File: config.mk
export PLATFORM = sky130hd
export DESIGN_NAME = bp_fe_queue_rollback
export DESIGN_NICKNAME = d
export VERILOG_FILES = /design/src/rtl/bp_fe_queue_rollback.sv
export SDC_FILE = /design/constraint.sdc
export NUM_CORES = 1
export LEC_CHECK = 0
export CAP_MARGIN = 20
export CORE_MARGIN = 2
export CORE_UTILIZATION = 40
export DETAILED_ROUTE_END_ITERATION = 8
export GPL_ROUTABILITY_DRIVEN = 0
export GPL_TIMING_DRIVEN = 0
export PLACE_DENSITY = 0.61
export SETUP_SLACK_MARGIN = 0.02
export SLEW_MARGIN = 20
export SYNTH_ARGS = -nofsm -noshare
export SYNTH_HDL_FRONTEND = slang
export SYNTH_SLANG_ARGS = --single-unit
export TNS_END_PERCENT = 100
File: constraint.sdc
create_clock -name clk_i -period 24.5 [get_ports clk_i]
set_input_delay 7.35 -clock clk_i [delete_from_list [all_inputs] [get_ports clk_i]]
set_output_delay 7.35 -clock clk_i [all_outputs]
set_load 0.1 [all_outputs]
File: src/rtl/bp_fe_queue_rollback.sv
// ============================================================================
// Module      : bp_fe_queue_rollback
// Description : FE queue with speculative read pointer, commit pointer and
//               rollback of issued-but-uncommitted entries.
// Revision    : 1.0 - initial release
// ============================================================================
`default_nettype none

module bp_fe_queue_rollback #(
  parameter int els_p   = 8,
  parameter int width_p = 64
) (
  input  logic               clk_i,
  input  logic               reset_n_i,
  input  logic               clr_i,
  input  logic [width_p-1:0] data_i,
  input  logic               v_i,
  output logic               ready_o,
  output logic [width_p-1:0] data_o,
  output logic               v_o,
  input  logic               yumi_i,
  input  logic               deq_i,
  input  logic               roll_i,
  output logic               empty_o
);

  localparam int                 C_IDX_W = $clog2(els_p);
  localparam int                 C_PTR_W = C_IDX_W + 1;
  localparam logic [C_PTR_W-1:0] C_ONE   = C_PTR_W'(1);
  localparam logic [C_PTR_W-1:0] C_ELS   = C_PTR_W'(els_p);

  logic [width_p-1:0] r_mem [els_p];
  logic [C_PTR_W-1:0] r_wptr, r_rptr, r_cptr;
  logic [C_PTR_W-1:0] w_wptr_inc;
  logic [C_PTR_W-1:0] w_occ;
  logic               w_full;
  logic               w_enq;

  // Pointers carry a wrap bit, so plain subtraction yields occupancy 0..els_p.
  assign w_wptr_inc = r_wptr + C_ONE;
  assign w_occ      = r_wptr - r_cptr;
  assign w_full     = (w_occ == C_ELS);
  assign w_enq      = v_i & ready_o;

  assign ready_o = ~w_full & ~clr_i;
  assign v_o     = (r_rptr != r_wptr);
  assign empty_o = (r_wptr == r_cptr);
  assign data_o  = r_mem[r_rptr[C_IDX_W-1:0]];

  always_ff @(posedge clk_i or negedge reset_n_i) begin
    if (!reset_n_i) begin
      r_wptr <= '0;
      r_rptr <= '0;
      r_cptr <= '0;
    end else if (clr_i) begin
      // Flush lands all pointers one past the write pointer; storage untouched.
      r_wptr <= w_wptr_inc;
      r_rptr <= w_wptr_inc;
      r_cptr <= w_wptr_inc;
    end else begin
      if (w_enq) r_wptr <= w_wptr_inc;
      if (roll_i) begin
        r_rptr <= r_cptr;
      end else begin
        if (yumi_i) r_rptr <= r_rptr + C_ONE;
        if (deq_i)  r_cptr <= r_cptr + C_ONE;
      end
    end
  end

  always_ff @(posedge clk_i) begin
    if (w_enq) r_mem[r_wptr[C_IDX_W-1:0]] <= data_i;
  end

`ifndef SYNTHESIS
  a_yumi_valid : assert property (@(posedge clk_i) disable iff (!reset_n_i)
    yumi_i |-> v_o);
  a_deq_issued : assert property (@(posedge clk_i) disable iff (!reset_n_i)
    deq_i |-> (r_cptr != r_rptr));
  a_ctl_in_reset : assert property (@(posedge clk_i)
    !reset_n_i |-> !(roll_i | clr_i));
`endif

endmodule

`default_nettype wire

==> impl_metrics.tcl <==
set metrics [dict create \
    slowest_delay_ns 1.00 \
    tritoncts "done" \
    hold_buffers 0 \
    grt_pass1_wl_um 65650 \
    leakage_nw 8.155 \
    clockRootBuffer "clkbuf_16" \
    syn_avg_cell_area_um2 23.26 \
    drtIter0Drc 886 \
    reg2reg_to "r_mem[5][22]$_DFFE_PP_" \
    rows 82 \
    rsz0062_at_grt "no" \
    cts.sinks 524 \
    hold_class "register to register" \
    area_delta_synth_final_pct 22.61 \
    startpoint_type "input pin" \
    clk_path_buf_depth 3 \
    power_w 0.003308 \
    postLayoutCoreUtil_pct 49.68 \
    htreeDepth 2 \
    final_nets 1247 \
    rrSetupSlack_ns 20.17 \
    synthCells 872 \
    synth_largest_area_cell "edfxtp_1" \
    cts.clk_slew.worst_paths_ns 0.06 \
    synth_ff_type "edfxtp_1" \
    fill_cells 4074 \
    final_cells 1880 \
    irDropWorstVdd_uv 99.81 \
    cts_made_buffers 51 \
    avgRoutedWirePerCell_um 23.21 \
    worstSkewPairLatency_ns 0.58 \
    r2r_cells 13 \
    numPortBuffers 136 \
    yosysWarningCount 0 \
    ys_async_sr_fraction_pct 2.290 \
    die_w_um 229.2 \
    end_kind "output pin" \
    dp_hpwl_um 30280 \
    hold_end "r_rptr[1]$_DFFE_PN0P_" \
    gr-total-overflow 0 \
    ant_nets 0 \
    final.setup.tns_ns 0 \
    worstPathMaxFanout 10 \
    drtPass1Iterations 5 \
    die-area_um2 52530 \
    grt_pass1_vias 10240 \
    r2r_start "r_wptr[0]$_DFFE_PN0P_" \
    finalCritPeriodShare_pct 71.41 \
    synth.top_cell.area_share_pct 75.79 \
    yosysSeqAreaShare_pct 77.27 \
    cts.repair.resized 0 \
    path_cells "clkdlybuf4s50_1, clkbuf_1, clkbuf_1, nor2_1, clkdlybuf4s50_1" \
    maxSlewViolCount 0 \
    ys_ff_latch 524 \
    hold_ws_ns 0.6536 \
    cp.arrival_ns 10.14 \
    worstHoldPathCells 2 \
    tightest_slew_ns 1.081 \
    status "finished clean" \
    antenna_found_initial 4 \
    start_util_pct 40.52 \
    yosys-top-cells-area "edfxtp_1 (76%), mux4_2 (14%), mux2_2 (3.6%)" \
    track_usage_pct 16.84 \
    avgViaCountPerCell 5.207 \
    critPathKind "input pin to output pin" \
    syn-num-nets 949 \
    finalWirelength_um 43640 \
    drive_gt1_share_pct 34.13 \
    synth_cell_type_count 39 \
    synth.cell_area_um2 20290 \
    slew_headroom_pct 27.69 \
    finalCriticalPeriod_ns 17.49 \
    synth_edf_count 512 \
    cap_violations 0 \
    required_ns 17.15 \
    ios 138 \
    dr_total_vias 9790 \
    layout_commonest_cell "edfxtp_1" \
    drc 0 \
    core_area_um2 50070 \
    powerDensity_nw_per_um2 133.0 \
    die_h_um 229.2 \
    slowest_stage "clkdlybuf4s50_1" \
    dp_cells 1789 \
    max_freq_mhz 57.16 \
    hold_viol_final 0 \
    finClkSkew_ns 0.01425 \
    grt_max_degree 15 \
    post_cts_buffers 0 \
    final_cell_mix "edfxtp_1 (512), clkdlybuf4s50_1 (135), mux4_2 (128)" \
    setup_viol 0 \
    worstHoldStart "r_cptr[1]$_DFFE_PN0P_" \
]
## cells in the mapped netlist, types with 6 or more instances
master	number
o21ai_0	6
ha_1	6
buf_6	10
dfrtp_1	12
clkbuf_1	18
mux2_2	65
xnor2_1	12
mux4_2	128
nor2_1	6
nor4_1	6
edfxtp_1	512
buf_2	13
nand3_1	9
nand2_1	11
## critical path: cells and delay by family
kind / cells / cell delay [ns]
buffers and inverters: 4 / 2.62
AND/OR/NAND/NOR: 1 / 0.16
## registers in the layout, summed over array words and instances (netlist names)
name	flops
r_wptr	4
r_mem	512
r_cptr	4
r_rptr	4
## per-stage QoR
step	cell area [um^2]	setup WS, ns
after detailed placement	23240	7.072
final	24870	7.006
after CTS	24880	7.054
after global routing	24870	6.892
after floorplan	20290	8.129
after global placement	22490	2.325
## power breakdown
part           internal (W)  leakage, nW  switching, W
sequential          0.00107         4.76     0.0000214
combinational      0.000457         2.60      0.000997
clock              0.000444        0.794      0.000322
## area by class of cell
| cell class | instances | area, um^2 | share of cell area [%] |
|---|---|---|---|
| antenna | 1 | 2.502 | 0.01006 |
| buffer | 46 | 267.8 | 1.077 |
| clock buffer | 56 | 1338 | 5.378 |
| clock inverter | 34 | 292.8 | 1.177 |
| inverter | 5 | 18.77 | 0.07546 |
| multi-input combinational | 297 | 4372 | 17.58 |
| sequential | 524 | 15680 | 63.02 |
| tap | 672 | 840.8 | 3.380 |
| timing repair buffer | 245 | 2066 | 8.305 |
## layer usage
| layer | vias up | GRT usage, % | wire length [um] |
|---|---|---|---|
| met5 | - | 0 | 36 |
| met3 | 66 | 3.934 | 2417 |
| met4 | 6 | 3.713 | 691 |
| met2 | 251 | 26.74 | 20890 |
| met1 | 5170 | 23.88 | 19600 |
| li1 | 4297 | - | - |
## worst max-delay path by stage
stage	from	endpoint	slack (ns)
global route	clr_i	ready_o	6.89
CTS	clr_i	ready_o	7.05
detailed placement	clr_i	ready_o	7.07
floorplan	clr_i	ready_o	8.13
finish	clr_i	ready_o	7.01
global placement	v_i	r_mem[5][22]$_DFFE_PP_	2.33
## cells by family (layout without fill, tap and decap cells)
logic type	after synthesis	in the layout	share of synthesized area, %
mux	199	199	18.13
fa+ha+maj	6	6	0.3701
compound gates	23	23	0.7772
flops	524	524	77.27
buf+inv	51	386	1.412
other cells	0	1	0
xor+xnor	14	14	0.6045
simple gates	55	55	1.431
Note: power is estimated with default switching activity, not from simulation.
